## src/rtl/piano_judge_pkg.sv

```systemverilog
// Shared constants for the piano hit judge: result encoding, default windows, widths.
// Latency: n/a (package only).
// Backpressure: n/a.
package piano_judge_pkg;

    localparam int H_W     = 10;
    localparam int SCORE_W = 14;
    localparam int COMBO_W = 7;

    localparam logic [1:0] KIND_NONE    = 2'b00;
    localparam logic [1:0] KIND_GOOD    = 2'b01;
    localparam logic [1:0] KIND_PERFECT = 2'b10;
    localparam logic [1:0] KIND_MISS    = 2'b11;

    localparam int unsigned PERF_LO_DEF     = 640;
    localparam int unsigned PERF_HI_DEF     = 670;
    localparam int unsigned GOOD_LO_DEF     = 610;
    localparam int unsigned GOOD_HI_DEF     = 700;
    localparam int unsigned MISS_H_DEF      = 720;
    localparam int unsigned PTS_PERFECT_DEF = 3;
    localparam int unsigned PTS_GOOD_DEF    = 1;
    localparam int unsigned FLASH_LEN_DEF   = 8;

endpackage

```

## src/rtl/lane_judge.sv

```systemverilog
// One lane: key edge detect, respawn detect, armed flag, window classification, flash counter.
// Latency: kind registered 1 cycle after the sampled input; kind_nxt is the same-cycle comb value.
// Backpressure: none; stop freezes judging while edge/history tracking keeps running.
module lane_judge import piano_judge_pkg::*; #(
    parameter int unsigned PERF_LO   = PERF_LO_DEF,
    parameter int unsigned PERF_HI   = PERF_HI_DEF,
    parameter int unsigned GOOD_LO   = GOOD_LO_DEF,
    parameter int unsigned GOOD_HI   = GOOD_HI_DEF,
    parameter int unsigned MISS_H    = MISS_H_DEF,
    parameter int unsigned FLASH_LEN = FLASH_LEN_DEF
) (
    input  logic           clk,
    input  logic           rst,
    input  logic           stop,
    input  logic [H_W-1:0] block_h,
    input  logic           key,
    output logic [1:0]     kind_nxt,
    output logic [1:0]     kind,
    output logic           flash
);

    localparam int CW = $clog2(FLASH_LEN + 1);

    logic           key_q, key_d;
    logic [H_W-1:0] h_prev_q, h_prev_d;
    logic           armed_q, armed_d;
    logic [1:0]     kind_q, kind_d;
    logic [CW-1:0]  cnt_q, cnt_d;

    logic press, spawn, in_perf, in_good;

    always_comb begin
        press   = key & ~key_q;
        spawn   = block_h < h_prev_q;
        in_perf = (block_h >= H_W'(PERF_LO)) && (block_h <= H_W'(PERF_HI));
        in_good = (block_h >= H_W'(GOOD_LO)) && (block_h <= H_W'(GOOD_HI));

        key_d    = key;
        h_prev_d = block_h;
        armed_d  = armed_q;
        kind_d   = KIND_NONE;
        cnt_d    = (cnt_q != '0) ? cnt_q - 1'b1 : '0;

        if (!stop) begin
            // A respawn outranks any press: the old block missed, the lane re-arms.
            if (spawn) begin
                if (armed_q) kind_d = KIND_MISS;
                armed_d = 1'b1;
            end else if (armed_q) begin
                if (press && in_perf) begin
                    kind_d  = KIND_PERFECT;
                    armed_d = 1'b0;
                end else if (press && in_good) begin
                    kind_d  = KIND_GOOD;
                    armed_d = 1'b0;
                end else if (!press && (block_h >= H_W'(MISS_H))) begin
                    kind_d  = KIND_MISS;
                    armed_d = 1'b0;
                end
            end
        end

        if ((kind_d == KIND_PERFECT) || (kind_d == KIND_GOOD)) cnt_d = CW'(FLASH_LEN);
    end

    always_ff @(posedge clk) begin
        if (rst) begin
            key_q    <= 1'b0;
            h_prev_q <= H_W'(MISS_H);
            armed_q  <= 1'b0;
            kind_q   <= KIND_NONE;
            cnt_q    <= '0;
        end else begin
            key_q    <= key_d;
            h_prev_q <= h_prev_d;
            armed_q  <= armed_d;
            kind_q   <= kind_d;
            cnt_q    <= cnt_d;
        end
    end

    assign kind_nxt = kind_d;
    assign kind     = kind_q;
    assign flash    = (cnt_q != '0);

endmodule

```

## src/rtl/lane_hit_judge.sv

```systemverilog
// Four-lane hit judge: per-lane PERFECT/GOOD/MISS plus saturating score, combo and max combo.
// Latency: all outputs registered, updated on the edge that samples the key/position change.
// Backpressure: none; stop_or_endgame freezes judging and aggregation.
module lane_hit_judge import piano_judge_pkg::*; #(
    parameter int unsigned PERF_LO     = PERF_LO_DEF,
    parameter int unsigned PERF_HI     = PERF_HI_DEF,
    parameter int unsigned GOOD_LO     = GOOD_LO_DEF,
    parameter int unsigned GOOD_HI     = GOOD_HI_DEF,
    parameter int unsigned MISS_H      = MISS_H_DEF,
    parameter int unsigned PTS_PERFECT = PTS_PERFECT_DEF,
    parameter int unsigned PTS_GOOD    = PTS_GOOD_DEF,
    parameter int unsigned FLASH_LEN   = FLASH_LEN_DEF
) (
    input  logic               clk,
    input  logic               rst,
    input  logic               restart,
    input  logic               stop_or_endgame,
    input  logic [H_W-1:0]     block_h0,
    input  logic [H_W-1:0]     block_h1,
    input  logic [H_W-1:0]     block_h2,
    input  logic [H_W-1:0]     block_h3,
    input  logic [3:0]         key,
    output logic [7:0]         judge_kind,
    output logic [SCORE_W-1:0] score,
    output logic [COMBO_W-1:0] combo,
    output logic [COMBO_W-1:0] max_combo,
    output logic [3:0]         lane_flash
);

    localparam int SUM_W = SCORE_W + 2;
    localparam logic [SCORE_W-1:0] SCORE_MAX = '1;

    logic                clr;
    logic [H_W-1:0]      h_arr [4];
    logic [3:0][1:0]     kind_nxt;
    logic [3:0][1:0]     kind;

    logic [SCORE_W-1:0]  score_q, score_d;
    logic [COMBO_W-1:0]  combo_q, combo_d;
    logic [COMBO_W-1:0]  max_combo_q, max_combo_d;

    logic [2:0]          n_perf, n_good;
    logic                any_miss;
    logic [SUM_W-1:0]    score_sum;
    logic [COMBO_W:0]    combo_sum;

    assign clr      = rst | restart;
    assign h_arr[0] = block_h0;
    assign h_arr[1] = block_h1;
    assign h_arr[2] = block_h2;
    assign h_arr[3] = block_h3;

    for (genvar i = 0; i < 4; i++) begin : g_lane
        lane_judge #(
            .PERF_LO   (PERF_LO),
            .PERF_HI   (PERF_HI),
            .GOOD_LO   (GOOD_LO),
            .GOOD_HI   (GOOD_HI),
            .MISS_H    (MISS_H),
            .FLASH_LEN (FLASH_LEN)
        ) u_lane (
            .clk      (clk),
            .rst      (clr),
            .stop     (stop_or_endgame),
            .block_h  (h_arr[i]),
            .key      (key[i]),
            .kind_nxt (kind_nxt[i]),
            .kind     (kind[i]),
            .flash    (lane_flash[i])
        );
    end

    // Aggregate from the lanes' next-cycle results so totals move on the same edge as judge_kind.
    always_comb begin
        n_perf   = '0;
        n_good   = '0;
        any_miss = 1'b0;
        for (int i = 0; i < 4; i++) begin
            if (kind_nxt[i] == KIND_PERFECT) n_perf = n_perf + 3'd1;
            if (kind_nxt[i] == KIND_GOOD)    n_good = n_good + 3'd1;
            if (kind_nxt[i] == KIND_MISS)    any_miss = 1'b1;
        end

        score_sum = {2'b00, score_q}
                  + SUM_W'(n_perf) * SUM_W'(PTS_PERFECT)
                  + SUM_W'(n_good) * SUM_W'(PTS_GOOD);
        score_d   = (score_sum > SUM_W'(SCORE_MAX)) ? SCORE_MAX : score_sum[SCORE_W-1:0];

        combo_sum = {1'b0, combo_q} + (COMBO_W+1)'(n_perf) + (COMBO_W+1)'(n_good);
        if (any_miss)                combo_d = '0;
        else if (combo_sum[COMBO_W]) combo_d = '1;
        else                         combo_d = combo_sum[COMBO_W-1:0];

        max_combo_d = (combo_d > max_combo_q) ? combo_d : max_combo_q;
    end

    always_ff @(posedge clk) begin
        if (clr) begin
            score_q     <= '0;
            combo_q     <= '0;
            max_combo_q <= '0;
        end else begin
            score_q     <= score_d;
            combo_q     <= combo_d;
            max_combo_q <= max_combo_d;
        end
    end

    assign judge_kind = kind;
    assign score      = score_q;
    assign combo      = combo_q;
    assign max_combo  = max_combo_q;

endmodule

```

## config.mk

```make
export PLATFORM = sky130hd
export DESIGN_NAME = lane_hit_judge
export DESIGN_NICKNAME = d
export VERILOG_FILES = /design/src/rtl/piano_judge_pkg.sv /design/src/rtl/lane_judge.sv /design/src/rtl/lane_hit_judge.sv
export SDC_FILE = /design/constraint.sdc
export NUM_CORES = 1
export LEC_CHECK = 0
export BUFFER_PORTS_ARGS = -buffer_cell sky130_fd_sc_hd__buf_4
export CAP_MARGIN = 0
export CORE_MARGIN = 2
export CORE_UTILIZATION = 50
export DETAILED_ROUTE_END_ITERATION = 7
export PLACE_DENSITY = 0.71
export REMOVE_ABC_BUFFERS = 1
export SYNTH_ARGS = -nofsm -noshare
export SYNTH_HDL_FRONTEND = slang
export SYNTH_SLANG_ARGS = --single-unit
```

## constraint.sdc

```tcl
create_clock -name clk -period 8.9 [get_ports clk]
set_clock_uncertainty 0.05 [all_clocks]
set_input_delay 1.78 -clock clk [delete_from_list [all_inputs] [get_ports clk]]
set_output_delay 1.78 -clock clk [all_outputs]
set_load 0.005 [all_outputs]
```

==> results of run 1 <==
==> stage by stage <==
step,instances,instance area (um^2),hold slack [ps],power [uW],setup WS [ps]
2_1_floorplan,665,5974,356.5,589.5,1347
3_5_place_dp,901,6829,370.2,658.0,526.7
4_1_cts,917,7166,379.7,1099,864.6
6_report,917,7166,379.0,1086,862.0
5_1_grt,917,7166,406.9,1136,422.4
3_3_place_gp,901,6829,367.8,651.7,694.8
==> power breakdown <==
group | switching, uW | internal, uW | total (uW)
Clock | 171 | 269 | 439
Combinational | 95.2 | 81.3 | 176
Sequential | 7.61 | 463 | 470
Total | 273 | 812 | 1090
==> final cells by class <==
class	instances	area, um^2	share of cell area, %
Sequential cell	100	2002	27.94
Clock inverter	4	70.07	0.9778
Multi-Input combinational cell	473	3630	50.65
Clock buffer	12	266.5	3.719
Timing Repair Buffer	89	668.1	9.324
Tap cell	147	183.9	2.567
Inverter	92	345.3	4.819
==> cells in the final DEF, fill, tap and decap left out, types with 10 or more instances in the layout <==
cell type and instances:
dfxtp_1 100, xor2_1 12, buf_4 89, a211oi_1 11, nand2_1 40, ha_1 83
a21oi_1 37, and2_1 29, nand3_1 18, or3_1 25, o21ai_0 13, a21o_1 10
nor2_1 36, inv_1 91
==> registers in the layout, summed over array words and instances, names as in the netlist <==
signal                  cells
score                      14
g_lane.u_lane.h_prev_q     40
max_combo                   7
g_lane.u_lane.cnt_q        16
g_lane.u_lane.kind          8
g_lane.u_lane.armed_q       4
g_lane.u_lane.key_q         4
combo                       7
==> routing by layer <==
| metal | GRT usage (%) | part of all wire, % | up-vias |
|---|---|---|---|
| met4 | 7.805 | 2.0 | 0 |
| met2 | 38.33 | 48 | 98 |
| met1 | 27.61 | 46 | 2433 |
| met3 | 4.341 | 3.9 | 22 |
| li1 | - | - | 2549 |
| met5 | 0 | 0 | - |
==> final timing paths <==
path | to | from | slack, ps | cells past startpoint
max | max_combo[5]$_SDFFE_PP0N_ | block_h1[4] | 860 | 25
min | g_lane[1].u_lane.cnt_q[0]$_SDFF_PP0_ | g_lane[1].u_lane.cnt_q[0]$_SDFF_PP0_ | 380 | 1
max reg2reg | max_combo[5]$_SDFFE_PP0N_ | g_lane[1].u_lane.h_prev_q[4]$_SDFF_PP1_ | 2090 | 25
min reg2reg | g_lane[1].u_lane.cnt_q[0]$_SDFF_PP0_ | g_lane[1].u_lane.cnt_q[0]$_SDFF_PP0_ | 380 | 1
==> worst max-delay path: cells and delay by family <==
kind                     cells  cell delay (ps)
adder cells (fa/ha/maj)      8             2470
AO/OA/AOI/OAI                9             2200
multiplexers                 2              700
AND/OR/NAND/NOR              3              660
XOR/XNOR                     1              230
buffers and inverters        2              200
==> cells by family after synthesis <==
kind of cell    Yosys count
xor+xnor                 18
fa+ha+maj                92
buf+inv                 110
flops                   100
compound gates          146
simple gates            206
mux                      11
==> metrics.txt, run 1 <==
largest net degree at the start of global routing 38; DR DRC count 0; xor and xnor area share after synthesis 2.603%; row cnt 40; Max stage delay on crit path 520 ps; setup TNS 0 ps; unrepaired setup endpoints after global routing false; cell taking the most area after synthesis dfxtp_1; Port Buffers 87; top-count cell post-synth dfxtp_1; largest buffer count on any clock path 2; CP Launch Type input pin; Routability Congestion 0.8901; Worst Setup End Kind register; post-CTS sizing 0; DP Wirelength 10.42 mm; Max Slew Vio Count 0; simple-gate share of the synthesized area 18.41%; Final period util 90.31%; MaxCap Viol Count 0; HP Class register to register; Crit Path Class input pin to register; asr flop ratio synth 0%; Worst-path clk slew 70 ps; slowest CP cell fa_1; Syn Std Cell Area 6057 um^2; ys flop type dfxtp_1; Final Util 60.16%; Yosys reg bits 100; DR pass1 iterations 6; share of cells above drive strength 1 16.36%; # setup viols final 0; CTS root buffer clkbuf_16; CP required 9090 ps; CORE AREA 11,910 um^2; CTS Sinks 100; num ports 88; Final Hold Vio Count 0; via count 5,102; mux cell area share after synthesis 1.900%; vias in the first global route 5,002; initial antenna violation count 0; Fill cells 1,051; DR iter-0 viols 190; Avg Cell Area, Syn 8.868 um^2; Area Overhead vs Synth 18.30%; crit path max fanout 7; die height 114.1 um; Slew headroom 57.22%; Inserted Clock Buffers 9; post-layout min period 8038 ps; Commonest cells post-synth 100 x dfxtp_1, 91 x inv_1, 83 x ha_1, 40 x nand2_1; Arr. time, crit path 8230 ps; antenna viol nets, final 0; initial core utilization 50.85%; worst-margin pin slew 625.5 ps; CTS HTree Levels 3; largest family of logic cells by synthesized area adder cells; Post-synth EDFFs 0; adder-cell share of the synthesized area 20.12%; Post-CTS Setup Bufs 0; WL/cell 14.76 um; top cell type's share of synthesized area 33.05%; Final #Nets 905; Die Footprint 13,010 um^2; pwr dens 151.5 nW/um^2; result of the run complete, no violations; top cells by area, synth dfxtp_1 33%, ha_1 17%, inv_1 5.6%; most used cell, CP ha_1; clk_lat worst skew 350 ps; worst ir drop on vdd 0.1284 mV; Post-CTS Hold Buffers 0; ANT cells 0; fmax 0.1244 GHz; Detailed Route WL 13.54 mm; number of synthesis warnings 0; Congestion Overflow GR 0; Die X 114.1 um; post-synthesis sequential area ratio 33.05%; Syn Inst Count 683; static leakage 0.003394 uW; first-pass GRT wire length 23.03 mm; drt via density 5.564; All-Layer GR Usage 22.18%; CTS tree done; synth unique cells 67; Compound-Gate Fraction of Synth Area 16.86%
Power figures use the tool's default switching activity.
==> run 2: changes to the inputs <==
--- a/config.mk
+++ b/config.mk
@@ -8,9 +8,8 @@
 export BUFFER_PORTS_ARGS = -buffer_cell sky130_fd_sc_hd__buf_4
 export CAP_MARGIN = 0
 export CORE_MARGIN = 2
-export CORE_UTILIZATION = 50
+export CORE_UTILIZATION = 40
 export DETAILED_ROUTE_END_ITERATION = 7
-export PLACE_DENSITY = 0.71
 export REMOVE_ABC_BUFFERS = 1
 export SYNTH_ARGS = -nofsm -noshare
 export SYNTH_HDL_FRONTEND = slang
==> metrics.txt, run 2 (synthesis gave the netlist of run 1 again) <==
num ports 88; Max stage delay on crit path 540 ps; largest net degree at the start of global routing 26; Port Buffers 87; Post-CTS Hold Buffers 0; most common cell after layout, fill and taps aside dfxtp_1; ANT cells 0; Hold Startpoint g_lane[2].u_lane.cnt_q[0]$_SDFF_PP0_; pwr dens 146.2 nW/um^2; static leakage 0.003379 uW; CP required 9080 ps; crit path launch block_h1[4]; post-CTS sizing 0; Arr. time, crit path 8220 ps; Final period util 90.37%; DP Wirelength 10.45 mm; register area 2002 um^2; clk_lat worst skew 340 ps; max reg flops 40; slowest CP cell a2111oi_0; Final #Nets 905; antenna viol nets, final 0; Crit Path Class input pin to register; # setup viols final 0; post-layout min period 8043 ps; DR DRC count 0; CORE AREA 14,640 um^2; worst ir drop on vdd 0.1211 mV; crit path max fanout 7; most used cell, CP ha_1; Post-CTS Setup Bufs 0; Worst Hold Depth 1; WL/cell 14.04 um; r2r startpoint g_lane[1].u_lane.h_prev_q[4]$_SDFF_PP1_; Die X 127.1 um; FF-to-FF path depth 25; result of the run complete, no violations; Die Footprint 16,140 um^2; Hold EP g_lane[2].u_lane.cnt_q[0]$_SDFF_PP0_; via count 4,997; drt via density 5.249; initial core utilization 41.36%; worst-margin pin slew 993.2 ps; MaxCap Viol Count 0; Fill cells 1,370; CTS Sinks 100; setup TNS 0 ps; initial antenna violation count 0; Slew headroom 33.72%; die height 127.1 um; CTS tree done; row cnt 44; unrepaired setup endpoints after global routing false; CP Launch Type input pin; DR iter-0 viols 207; vias in the first global route 4,756; Congestion Overflow GR 0; Max Slew Vio Count 0; All-Layer GR Usage 17.19%; CTS HTree Levels 3; most frequent cells in the layout 100 x dfxtp_1, 91 x inv_1, 89 x buf_4; share of cells above drive strength 1 16.15%; R2R Setup Slk 2110 ps; largest buffer count on any clock path 2; Area Overhead vs Synth 18.63%; Final Hold Vio Count 0; Worst Setup End Kind register; DR pass1 iterations 4; Inserted Clock Buffers 9; Routability Congestion 0.8690; fmax 0.1243 GHz; Detailed Route WL 13.36 mm; Worst R2R End max_combo[5]$_SDFFE_PP0N_; hold slack final 378.0 ps; HP Class register to register; Worst-path clk slew 60 ps; first-pass GRT wire length 22.38 mm; Top delay family on crit path adder cells; Biggest register g_lane.u_lane.h_prev_q; CP Buf/Inv Count 2; CTS root buffer clkbuf_16; multi-input logic area 3630 um^2
==> run 2: cell count changes in the layout (fill, tap and decap cells not counted) <==
cell / previous run / this run
bufinv_16: 2 / 1
clkbuf_8: 3 / 4
clkinv_2: 2 / 0
==> run 2: layout make-up <==
class,count,area share [%]
Multi-Input combinational cell,473,50.51
Clock inverter,1,0.4179
Timing Repair Buffer,89,9.298
Inverter,92,4.806
Tap cell,184,3.204
Sequential cell,100,27.86
Clock buffer,13,3.900
==> run 2: report_power, final <==
group	switching, uW	internal, uW	leakage [uW]
Sequential	7.71	463	0.000814
Clock	157	245	0.000154
Combinational	95.9	81.3	0.00241
Total	261	790	0.00338
==> run 2: worst register-to-register path, delay by kind of cell, from the launching register on <==
kind,cells,cell delay (ps)
adder cells (fa/ha/maj),8,2400
AO/OA/AOI/OAI,9,2250
multiplexers,2,710
AND/OR/NAND/NOR,3,630
flip-flops,1,300
XOR/XNOR,1,220
buffers and inverters,2,90
==> run 2: how the worst max path moves through the flow <==
stage / to / depth (start not counted) / slack (ps)
3_5_place_dp: max_combo[5]$_SDFFE_PP0N_ / 25 / 530
5_1_grt: max_combo[5]$_SDFFE_PP0N_ / 25 / 360
2_1_floorplan: max_combo[0]$_SDFFE_PP0N_ / 24 / 1350
6_report: max_combo[5]$_SDFFE_PP0N_ / 25 / 860
3_3_place_gp: max_combo[5]$_SDFFE_PP0N_ / 25 / 620
4_1_cts: max_combo[5]$_SDFFE_PP0N_ / 25 / 860
==> run 2: through the flow <==
step	instances	util [%]	total power, uW	area (um^2)	setup slack [ps]
2_1_floorplan	665	-	589.5	5974	1347
3_3_place_gp	938	46.95	654.5	6875	615.4
3_5_place_dp	938	46.95	658.6	6875	527.8
4_1_cts	952	49.07	1067	7186	858.8
5_1_grt	952	49.07	1107	7186	363.9
6_report	952	49.07	1051	7186	857.1
==> run 2: metal layers <==
layer | routed length [um] | up-vias | GRT usage (%)
met5 | 0 | - | 0
met3 | 724 | 7 | 4.732
li1 | - | 2552 | -
met4 | 119 | 0 | 4.202
met1 | 6358 | 2325 | 22.33
met2 | 6159 | 113 | 28.49
